**src/rtl/calc1_pkg.sv**
```systemverilog
// Shared definitions for the calc1 request-side environment: command and
// response codes, field widths and the port driver state encoding.
package calc1_pkg;

  localparam int DATA_W = 32;
  localparam int CMD_W  = 4;

  localparam logic [CMD_W-1:0] CMD_NOP = 4'd0;
  localparam logic [CMD_W-1:0] CMD_ADD = 4'd1;
  localparam logic [CMD_W-1:0] CMD_SUB = 4'd2;
  localparam logic [CMD_W-1:0] CMD_SHL = 4'd5;
  localparam logic [CMD_W-1:0] CMD_SHR = 4'd6;

  localparam logic [1:0] RSP_NONE = 2'd0;
  localparam logic [1:0] RSP_OK   = 2'd1;
  localparam logic [1:0] RSP_ERR  = 2'd2;
  localparam logic [1:0] RSP_TMO  = 2'd3;

  typedef enum logic [2:0] {
    DRV_IDLE,
    DRV_OP1,
    DRV_OP2,
    DRV_WAIT,
    DRV_HOLD
  } drv_state_e;

endpackage

```
**src/rtl/calc1_wait_timer.sv**
```systemverilog
// Response wait timer for the calc1 port driver. Counts cycles spent waiting
// for a port response and flags when the configured limit has been reached.
module calc1_wait_timer
  import calc1_pkg::*;
#(
  parameter int TIMEOUT_CYCLES = 64
) (
  input  logic clk,
  input  logic rst_n,
  input  logic clear,
  input  logic enable,
  output logic expired
);

  localparam logic [9:0] LIMIT = 10'(TIMEOUT_CYCLES);

  logic [9:0] count;

  // Clear takes priority so a new wait window always starts from zero.
  always_ff @(posedge clk or negedge rst_n) begin
    if (!rst_n) begin
      count <= '0;
    end else if (clear) begin
      count <= '0;
    end else if (enable) begin
      count <= count + 10'd1;
    end
  end

  assign expired = (count == LIMIT);

endmodule

```
**src/rtl/calc1_port_driver.sv**
```systemverilog
// Request-side adapter for one calc1 port. Takes a whole transaction on a
// valid/ready interface, plays it onto the two-cycle calc1 port protocol,
// waits (with timeout) for the port response and hands it back on a
// valid/ready response interface. Every output comes straight from a flop.
module calc1_port_driver
  import calc1_pkg::*;
#(
  parameter int TIMEOUT_CYCLES = 64
) (
  input  logic              c_clk,
  input  logic              reset,
  input  logic              req_valid,
  output logic              req_ready,
  input  logic [CMD_W-1:0]  req_cmd,
  input  logic [DATA_W-1:0] req_op1,
  input  logic [DATA_W-1:0] req_op2,
  output logic              rsp_valid,
  input  logic              rsp_ready,
  output logic [1:0]        rsp_code,
  output logic [DATA_W-1:0] rsp_data,
  output logic [CMD_W-1:0]  port_cmd_out,
  output logic [DATA_W-1:0] port_data_out,
  input  logic [1:0]        port_resp_in,
  input  logic [DATA_W-1:0] port_data_in,
  output logic              busy,
  output logic              err_late
);

  drv_state_e        state_q;
  drv_state_e        state_d;
  logic [DATA_W-1:0] op2_q;
  logic [DATA_W-1:0] op2_d;
  logic [CMD_W-1:0]  port_cmd_d;
  logic [DATA_W-1:0] port_data_d;
  logic              rsp_valid_d;
  logic [1:0]        rsp_code_d;
  logic [DATA_W-1:0] rsp_data_d;
  logic              req_ready_d;
  logic              busy_d;
  logic              timer_clear;
  logic              timer_enable;
  logic              timer_expired;
  logic              late_resp;

  calc1_wait_timer #(
    .TIMEOUT_CYCLES(TIMEOUT_CYCLES)
  ) u_wait_timer (
    .clk    (c_clk),
    .rst_n  (reset),
    .clear  (timer_clear),
    .enable (timer_enable),
    .expired(timer_expired)
  );

  // Any response appearing while no transaction is waiting for one is
  // recorded as a protocol anomaly and otherwise ignored.
  assign late_resp = (state_q != DRV_WAIT) && (port_resp_in != RSP_NONE);

  // Next state plus the next value of every registered output.
  always_comb begin
    state_d      = state_q;
    op2_d        = op2_q;
    port_cmd_d   = CMD_NOP;
    port_data_d  = '0;
    rsp_valid_d  = 1'b0;
    rsp_code_d   = rsp_code;
    rsp_data_d   = rsp_data;
    timer_clear  = 1'b0;
    timer_enable = 1'b0;

    case (state_q)
      DRV_IDLE: begin
        if (req_valid && req_ready) begin
          op2_d = req_op2;
          if (req_cmd != CMD_NOP) begin
            state_d     = DRV_OP1;
            port_cmd_d  = req_cmd;
            port_data_d = req_op1;
          end else begin
            state_d     = DRV_HOLD;
            rsp_valid_d = 1'b1;
            rsp_code_d  = RSP_ERR;
            rsp_data_d  = '0;
          end
        end
      end

      DRV_OP1: begin
        state_d     = DRV_OP2;
        port_cmd_d  = CMD_NOP;
        port_data_d = op2_q;
      end

      DRV_OP2: begin
        state_d     = DRV_WAIT;
        timer_clear = 1'b1;
      end

      DRV_WAIT: begin
        timer_enable = 1'b1;
        if (port_resp_in != RSP_NONE) begin
          state_d     = DRV_HOLD;
          rsp_valid_d = 1'b1;
          rsp_code_d  = port_resp_in;
          rsp_data_d  = port_data_in;
        end else if (timer_expired) begin
          state_d     = DRV_HOLD;
          rsp_valid_d = 1'b1;
          rsp_code_d  = RSP_TMO;
          rsp_data_d  = '0;
        end
      end

      DRV_HOLD: begin
        rsp_valid_d = 1'b1;
        if (rsp_ready) begin
          state_d     = DRV_IDLE;
          rsp_valid_d = 1'b0;
          rsp_code_d  = RSP_NONE;
          rsp_data_d  = '0;
        end
      end

      default: begin
        state_d = DRV_IDLE;
      end
    endcase

    req_ready_d = (state_d == DRV_IDLE);
    busy_d      = (state_d != DRV_IDLE);
  end

  // State, captured operand and all outputs update together on the clock.
  always_ff @(posedge c_clk or negedge reset) begin
    if (!reset) begin
      state_q       <= DRV_IDLE;
      op2_q         <= '0;
      req_ready     <= 1'b1;
      rsp_valid     <= 1'b0;
      rsp_code      <= RSP_NONE;
      rsp_data      <= '0;
      port_cmd_out  <= CMD_NOP;
      port_data_out <= '0;
      busy          <= 1'b0;
      err_late      <= 1'b0;
    end else begin
      state_q       <= state_d;
      op2_q         <= op2_d;
      req_ready     <= req_ready_d;
      rsp_valid     <= rsp_valid_d;
      rsp_code      <= rsp_code_d;
      rsp_data      <= rsp_data_d;
      port_cmd_out  <= port_cmd_d;
      port_data_out <= port_data_d;
      busy          <= busy_d;
      err_late      <= err_late | late_resp;
    end
  end

endmodule
```
**config.mk**
```make
export PLATFORM = sky130hd
export DESIGN_NAME = calc1_port_driver
export DESIGN_NICKNAME = d
export VERILOG_FILES = /design/src/rtl/calc1_pkg.sv /design/src/rtl/calc1_wait_timer.sv /design/src/rtl/calc1_port_driver.sv
export SDC_FILE = /design/constraint.sdc
export NUM_CORES = 1
export LEC_CHECK = 0
export CAP_MARGIN = 15
export CORE_UTILIZATION = 44
export DETAILED_ROUTE_END_ITERATION = 7
export PLACE_DENSITY = 0.84
export SLEW_MARGIN = 20
export SYNTH_ARGS = -nofsm -noshare
export SYNTH_HDL_FRONTEND = slang
export SYNTH_SLANG_ARGS = --single-unit
```
**constraint.sdc**
```tcl
create_clock -name c_clk -period 1.93 [get_ports c_clk]
set_clock_uncertainty 0.05 [all_clocks]
set_input_delay 0.193 -clock c_clk [delete_from_list [all_inputs] [get_ports c_clk]]
set_output_delay 0.193 -clock c_clk [all_outputs]
set_load 0.02 [all_outputs]
```
-- Word-level counts from Yosys, hierarchy flattened
Index checks and enable logic that the tools add are counted.
- register bits after elaboration: 119
- word-level logic and storage cells: 68
- output and inout bits: 74
- bits of input ports: 106
- equal/unequal tests: 10
- reduce and logical (&&, ||, !) cells: 11
- $add $sub $neg: 1
- bitwise logic cells: 1
- muxes and demuxes: 34
- operators with widths (operator ; count):
    32-bit two-way mux ; 7
    32-bit case mux with 3 select lines ; 1
    32-bit case mux with 2 select lines ; 1
    10-bit two-way mux ; 2
    3-bit two-way mux ; 5
    3-bit case mux with 5 select lines ; 1
    4-bit two-way mux ; 3
    10-bit by 1-bit adder with 10-bit output, second input constant ; 1
    10-bit by 7-bit equality test with 1-bit output, second input constant ; 1
    2-bit two-way mux ; 5
    1-bit two-way mux ; 7
    3-bit by 2-bit equality test with 1-bit output, second input constant ; 2
    3-bit logical NOT ; 2
    2-bit != test, second input constant ; 3
    2-bit case mux with 3 select lines ; 1
    3-bit nonzero test ; 2
    5-bit AND reduction ; 1
    2-bit nonzero test ; 2
    4-bit nonzero test ; 1
    3-bit by 1-bit equality test with 1-bit output, second input constant ; 1
    3-bit equality test, second input constant ; 1
    3-bit by 2-bit != test with 1-bit output, second input constant ; 1
    3-bit != test, second input constant ; 1
    1-bit case mux with 3 select lines ; 1
    3 further kinds ; 4

-- Depth between registers and ports, before layout
Gate-level depths: netlist of the first run.
- word-level depth: 5
- gate-level depth with buffers: 8
- depth with buffers taken out: 6

-- Cells and area by module
A second synthesis of the first run with hierarchy kept.
- cells, all modules: 319
- area total of the unflattened synthesis: 4585.6 um2
- by module, submodules not included (module ; cells each ; instances ; seq. area each (um2) ; area an instance (um2)):
    calc1_port_driver ; 265 ; 1 ; 2728.9 ; 4045.1
    calc1_wait_timer ; 54 ; 1 ; 250.2 ; 540.5

-- Least setup slack after synthesis of the first run
OpenSTA, ideal clock, no wires.
- path kind: flip-flop to flip-flop
- start: reg req_ready
- end: reg op2_q[10]
- clock period less this slack: 1797 ps
- data arrival time: 1619 ps
- buffers on the path: 2
- path slack: 133 ps
- setup time: 128 ps
- stages on the path, launching flop included: 6
- required time: 1752 ps
- path through: dfstp_2 > and4bb_4 > and2_1 > buf_4 > buf_2 > mux2_1
- word-level cells in the longest chain between the ends: 2
- ends and longest elaborated chain (item ; RTL line ; source):
    from (decl) ; calc1_port_driver.sv:13 ; output logic req_ready,
    from (signal assigned) ; calc1_port_driver.sv:149 ; req_ready <= req_ready_d;
    1-bit logical AND ; calc1_port_driver.sv:73 ; if (req_valid && req_ready) begin
    2-bit AND reduction (no source line) ; -- ;
    to (signal assigned) ; calc1_port_driver.sv:148 ; op2_q <= op2_d;
    to (decl) ; calc1_port_driver.sv:31 ; logic [DATA_W-1:0] op2_q;
Every way passes these cells.
A chain may end at the register's enable or synchronous reset.

-- Worst setup path in the final report of the first run
- start: reg req_ready
- end: reg rsp_data[24]
- word-level cells in the longest chain between the ends: 3
- ends and longest elaborated chain (item ; RTL line ; source):
    1-bit logical AND ; calc1_port_driver.sv:73 ;
    2-bit != test (no source line) ; -- ;
    5-bit AND reduction (no source line) ; -- ;
    to (signal assigned) ; calc1_port_driver.sv:152 ; rsp_data <= rsp_data_d;
    to (decl) ; calc1_port_driver.sv:20 ; output logic [DATA_W-1:0] rsp_data,
Every way passes these cells.

==> results of run 1 <==
[state kept, by name (all words and copies together) (netlist names)]
| register | cells |
|---|---|
| busy | 1 |
| port_data_out | 32 |
| rsp_valid | 1 |
| err_late | 1 |
| state_q | 3 |
| rsp_code | 2 |
| rsp_data | 32 |
| req_ready | 1 |
| u_wait_timer.count | 10 |
| op2_q | 32 |
| port_cmd_out | 4 |
[stage by stage]
| step | instances | setup slack [ns] |
|---|---|---|
| 6_report | 672 | 0.0670 |
| 5_1_grt | 672 | 0.00425 |
| 4_1_cts | 671 | -0.0195 |
| 3_5_place_dp | 638 | -0.169 |
| 3_3_place_gp | 638 | -0.115 |
| 2_1_floorplan | 331 | 0.133 |
[critical path, stage by stage (launching register included)]
cell      delay [ns]
dfstp_2         0.53
and4bb_4        0.25
buf_4           0.12
nand3_4         0.08
a32o_2          0.28
buf_12          0.17
a22o_1          0.25
[what timing repair did]
action                                  CTS  global route
hold endpoints to repair                118             0
gates resized for setup                   1             7
buffers inserted                          0             0
hold buffers                              1             0
gates cloned                              0             1
endpoints found under the setup margin   32            80
pin swaps                                19             0
[path summary, 6_finish.rpt]
path	startpoint	endpoint	slack (ns)	cells past startpoint
hold reg to reg	err_late	err_late	0.43	1
setup reg to reg	req_ready	rsp_data[24]	0.07	6
min in group c_clk	req_op2[21]	op2_q[21]	0.21	2
hold / removal	reset	port_data_out[11]	0.12	2
setup / recovery	req_ready	rsp_data[24]	0.07	6
max in group asynchronous	reset	req_ready	1.07	3
[cells by family after synthesis]
logic type                 count (synthesis)  share of synthesized area
AOI/OAI and AO/OA                         89                      0.153
DFF                                      119                      0.641
muxes                                     38                     0.0910
buffers and inverters                     28                     0.0398
and+or+nand+nor                           55                     0.0700
adders and majority gates                  2                    0.00538
[final cells by class]
| class | instances | area share |
|---|---|---|
| flip-flops and latches | 119 | 0.411 |
| repair buffers | 195 | 0.271 |
| multi-input cells | 185 | 0.209 |
| clock buffers | 19 | 0.0581 |
| clock inverters | 13 | 0.0247 |
| well taps | 136 | 0.0235 |
| inverters | 5 | 0.00259 |
[power groups by stage]
stage,registers (mW),clock network [mW],logic [mW]
after floorplan,4.56,0,1.59
after global placement,3.89,0,3.95
after detailed placement,3.95,0,4.09
after CTS,3.92,3.24,4.15
after global routing,4.03,3.35,4.41
final,3.92,3.21,4.15
[layer usage]
metal / wire length (um) / vias to the layer above
met5: 0 / -
met4: 163 / 0
met3: 1200 / 19
met2: 6390 / 153
met1: 4400 / 1733
li1: - / 1606
[cell usage in the layout (no fill, tap or decap), drive strengths merged, types with 2 or more instances in the layout]
cell,netlist,layout
nand3,5,5
ha,2,2
nand2,14,14
inv,5,6
dfrtp,118,118
a21oi,5,5
clkinv,0,4
buf,17,16
o221ai,2,2
nor3,4,4
clkbuf,6,19
bufinv,0,4
nand4,3,3
mux2,34,34
o21ai,12,12
nor2b,3,4
mux2i,4,4
a22o,65,65
nor2,9,9
and3,5,5
clkdlybuf4s50,0,177
nor4,2,2
a31oi,2,2
nand2b,3,3
clkinvlp,0,4
==> summary.md, run 1 <==
| Metric | Value |
|---|---|
| TritonCTS clock tree | done |
| Final hold vios | 0 |
| Initial Util | 0.452 |
| Finished Cell Area | 7260 um2 |
| Count leader, synth | dfrtp_1 |
| Number of synthesized flops with an enable pin | 0 |
| Mean post-synth cell area | between 10 and 15 um2 |
| Vias | approximately 3,500 |
| Core area | between 10,000 and 15,000 um2 |
| Global-route wire length before repair | approximately 19,000 um |
| Max_cap viols | 0 |
| Buffers on Ports | between 150 and 200 |
| Crit path required time | roughly 2.3 ns |
| FILL cells | 727 |
| Lkg Pwr | 3.20 nW |
| Detail Route Antenna Nets | 0 |
| Synth area leaders | dfrtp_1 64%, a22o_1 12%, mux2_1 7.5% |
| Max FO, Critical Path | 32 |
| Post-synth top area share | 0.635 |
| Synth Cell Area | 4650 um2 |
| Met2 Usage GRT | 0.394 |
| CTS root buf | clkbuf_8 |
| Largest net degree at the start of global routing | 47 |
| Worst Max-Slew Pin Slew | 0.538 ns |
| Vias per cell | ~5.2 |
| Final Max Tran Viols | 0 |
| Placed Area | 6610 um2 |
| Layout area overhead | 56.1% |
| Ant diodes | 0 |
| Max clock buf depth | 2 |
| WS Path Type | flip-flop to flip-flop |
| Combined area of the multi-input logic cells | between 1500 and 2000 um2 |
| PD cells | around 1600 nW/um2 |
| Overall Global Routing Usage | 0.231 |
| Setup violations, final | 0 |
| Met1 Usage GRT | 0.251 |
| Vias in the first global route | between 3,000 and 4,000 |
| Clk network pwr share | 0.284 |
| Overall Power | approximately 11 mW |
| Yosys warnings | 0 |
| Storage cell area | between 2000 and 3000 um2 |
| Hold WC Path Type | primary input to async pin |
| Post-synthesis cell type count | 39 |
| Slew HR | 0.641 |
| Post-Syn Nets | 439 |
| TritonCTS Buffers | 17 |
| Sw Ratio | 0.322 |
| Share of cells above drive strength 1 | 0.119 |
| Die area | between 10,000 and 15,000 um2 |
| CTS H-Tree Depth | 4 |
| Gp weighted congestion | between 0.8 and 0.9 |
| Total wire length | ~12,000 um |
| Post-synth top flop | dfrtp_1 |
| Period utilisation layout | 0.965 |
| Gate power share | 0.368 |
| Setup TNS Final | 0 ns |
| CP Capture Type | flip-flop |
| Initial antenna violation count | 0 |
| Nets | roughly 630 |
| WHS | approximately 0.12 ns |
| Final min period | between 1.5 and 2 ns |
| I/O pins | between 150 and 200 |
| Die Height | 105 um |
| Ys async rst share | 1.00 |
| Grt ovf | 0 |
| Sw power | approximately 3.6 mW |
| Worst vdd ir | roughly 0.89 mV |
| Critical Path AT | 2.21 ns |
| Sequential share of power | 0.348 |
| Die Wd | 105 um |
| Rows | 37 |
| Post-synth top area cell | dfrtp_1 |
| DRC viols | 0 |
| 1st-iter DRT viols | 161 |
| Clock Sinks | between 100 and 150 |
| Pre-Repair DR Iteration Count | 4 |
| Worst skew pair latency | about 0.52 ns |
| #FFs+latches synth | roughly 120 |
| CP startpoint kind | flip-flop |
| Util after Layout | 0.706 |
| Clk slew on worst S/H paths | 0.06 ns |
| Grt peak-use layer | met2 |
| Routed length per instance | around 18 um |
| Status | finished, final reports clean |
| Met3 GRT Util | 0.109 |
| Int Pwr | between 7 and 8 mW |
| F_max | about 540 MHz |
| Sequential share of the synthesized area | 0.641 |
| HPWL after DPL | 8160 um |
| RSZ-0062 raised after global routing | no |
| Post-Synthesis Cells | ~330 |
| Most frequent cells after synthesis | 118 x dfrtp_1, 65 x a22o_1, 31 x mux2_1 |
(Power assumes the default switching activity.)
==> run 2, diff against run 1 <==
==> constraint.sdc (replaced) <==
create_clock -name c_clk -period 1.93 [get_ports c_clk]
set_clock_uncertainty 0.05 [all_clocks]
set_input_delay 0.386 -clock c_clk [delete_from_list [all_inputs] [get_ports c_clk]]
set_output_delay 0.386 -clock c_clk [all_outputs]
set_load 0.02 [all_outputs]
==> run 2 against run 1 <==
Fmax down 1.8%. Setup slack worse by 0.034 ns. Largest power group is now registers. Critical endpoint is now port_data_out[25]. Cell area up 0.34%. Critical path depth down 5. Global-route usage about the same.
==> summary.md, run 2 (synthesis gave the netlist of run 1 again) <==
| Metric | Value |
|---|---|
| Gp weighted congestion | around 0.86 |
| RSZ-0062 raised after global routing | no |
| Initial Util | 0.452 |
| Clk slew on worst S/H paths | approximately 0.060 ns |
| Post-CTS Setup Inserts | 0 |
| CP max-delay cell | clkdlybuf4s50_1 |
| Worst skew pair latency | 0.51 ns |
| CTS H-Tree Depth | 4 |
| Combined area of the multi-input logic cells | about 1500 um2 |
| Final hold vios | 0 |
| Most frequent cells in the layout | 118 x dfrtp_1, 118 x clkdlybuf4s50_1, 65 x a22o_1, 34 x dlygate4sd2_1, 31 x mux2_1 |
| Vias | between 3,000 and 4,000 |
| CP Capture Type | primary output |
| F_max | 527 MHz |
| Die Wd | 105 um |
| Layout area overhead | 56.6% |
| Hold WC Path Type | primary input to async pin |
| Die area | around 11,000 um2 |
| Met2 Usage GRT | 0.394 |
| HPWL after DPL | between 8000 and 9000 um |
| Lkg Pwr | ~3.7 nW |
| Ant diodes | 0 |
| Worst vdd ir | around 0.84 mV |
| Placed Area | ~6600 um2 |
| Largest registers | op2_q (32), port_data_out (32), rsp_data (32) |
| Die Height | 105 um |
| Final min period | 1.90 ns |
| Overall Global Routing Usage | 0.231 |
| Largest net degree at the start of global routing | 37 |
| PD cells | approximately 1500 nW/um2 |
| Vias in the first global route | 3,775 |
| Rows | 37 |
| Grt peak-use layer | met2 |
| Vias per cell | between 5 and 6 |
| CP startpoint | port_data_out[25] |
| Util after Layout | 0.708 |
| Slew HR | 0.506 |
| Critical Path AT | ~1.5 ns |
| Initial antenna violation count | 0 |
| Nets | approximately 640 |
| WS Path Type | flip-flop to primary output |
| Core area | around 10,000 um2 |
| Overall Power | around 11 mW |
| Detail Route Antenna Nets | 0 |
| Total wire length | ~12,000 um |
| Setup violations, final | 0 |
| Grt ovf | 0 |
| Finished Cell Area | 7280 um2 |
| Share of cells above drive strength 1 | 0.126 |
| Routed length per instance | ~18 um |
| Storage cell area | 2980 um2 |
| Max clock buf depth | 2 |
| I/O pins | 180 |
| CP startpoint kind | flip-flop |
| CTS root buf | clkbuf_8 |
| Status | finished, final reports clean |
| Pre-Repair DR Iteration Count | 5 |
| Worst path bufs/invs | 1 |
| Max FO, Critical Path | 1 |
| Final Max Tran Viols | 0 |
| Max_cap viols | 0 |
| FILL cells | about 700 |
| Buffers on Ports | 179 |
| TritonCTS Buffers | 17 |
| DRC viols | 0 |
| Crit-path max cell delay | 0.63 ns |
| Met3 GRT Util | 0.0948 |
| Global-route wire length before repair | approximately 19,000 um |
| Crit path required time | 1.49 ns |
| Critical path cell sequence | clkdlybuf4s50_1 |
| 1st-iter DRT viols | around 190 |
| Worst R2R Start | req_ready |
| Period utilisation layout | 0.983 |
| Worst Max-Slew Pin Slew | between 0.7 and 0.8 ns |
| WHS | approximately 0.31 ns |
| Clock Sinks | approximately 120 |
| TritonCTS clock tree | done |
| Crit-path leading delay family | buffers and inverters |
| Met1 Usage GRT | 0.258 |
## run 2: path summary, 6_finish.rpt
check                                         to  slack [ns]  cells past startpoint
setup / recovery               port_data_out[25]        0.03                      1
min in group c_clk                     op2_q[14]        0.41                      2
setup reg to reg                    rsp_data[11]        0.07                      6
max in group asynchronous  u_wait_timer.count[7]        0.88                      3
hold reg to reg                         err_late        0.43                      1
hold / removal                         op2_q[14]        0.31                      2
## run 2: metrics by stage
stage          setup WS, ns  std cells  TNS [ns]
3_3_place_gp         -0.367        643    -30.60
6_report             0.0334        677         0
2_1_floorplan         0.133        331         0
4_1_cts           0.0000183        677         0
5_1_grt             0.00188        677         0
3_5_place_dp         -0.370        643    -30.20
## run 2: report_power, final
part	switching, mW	internal [mW]
registers	0.439	3.45
logic	2.01	1.87
clock network	1.16	1.91
total	3.61	7.24
## run 2: per-layer routing
metal  part of all wire  routed length, um  up-vias
li1                   -                  -     1623
met4              0.011                129        0
met2               0.52               6240      156
met1               0.38               4580     1770
met3              0.088               1050       13
met5                  0                  0        -
## run 2: area by class of cell
cell class                 instances  share of cell area
sequential                       119               0.409
tap                              136              0.0234
timing repair buffer             200               0.277
multi-input combinational        185               0.208
clock buffer                      19              0.0607
clock inverter                    13              0.0201
inverter                           5             0.00258
## run 2: worst register-to-register path, delay by kind of cell, from the launching register on
kind            cells  cell delay [ns]
buf+inv             2             0.29
simple gates        2             0.32
compound gates      2             0.55
flops               1             0.53
## run 2: repair_timing
item | 4_1_cts | 5_1_grt
hold endpoints to repair | 28 | 0
hold buffers | 1 | 0
cloned | 1 | 0
endpoints found under the setup margin | 63 | 47
gates resized for setup | 36 | 27
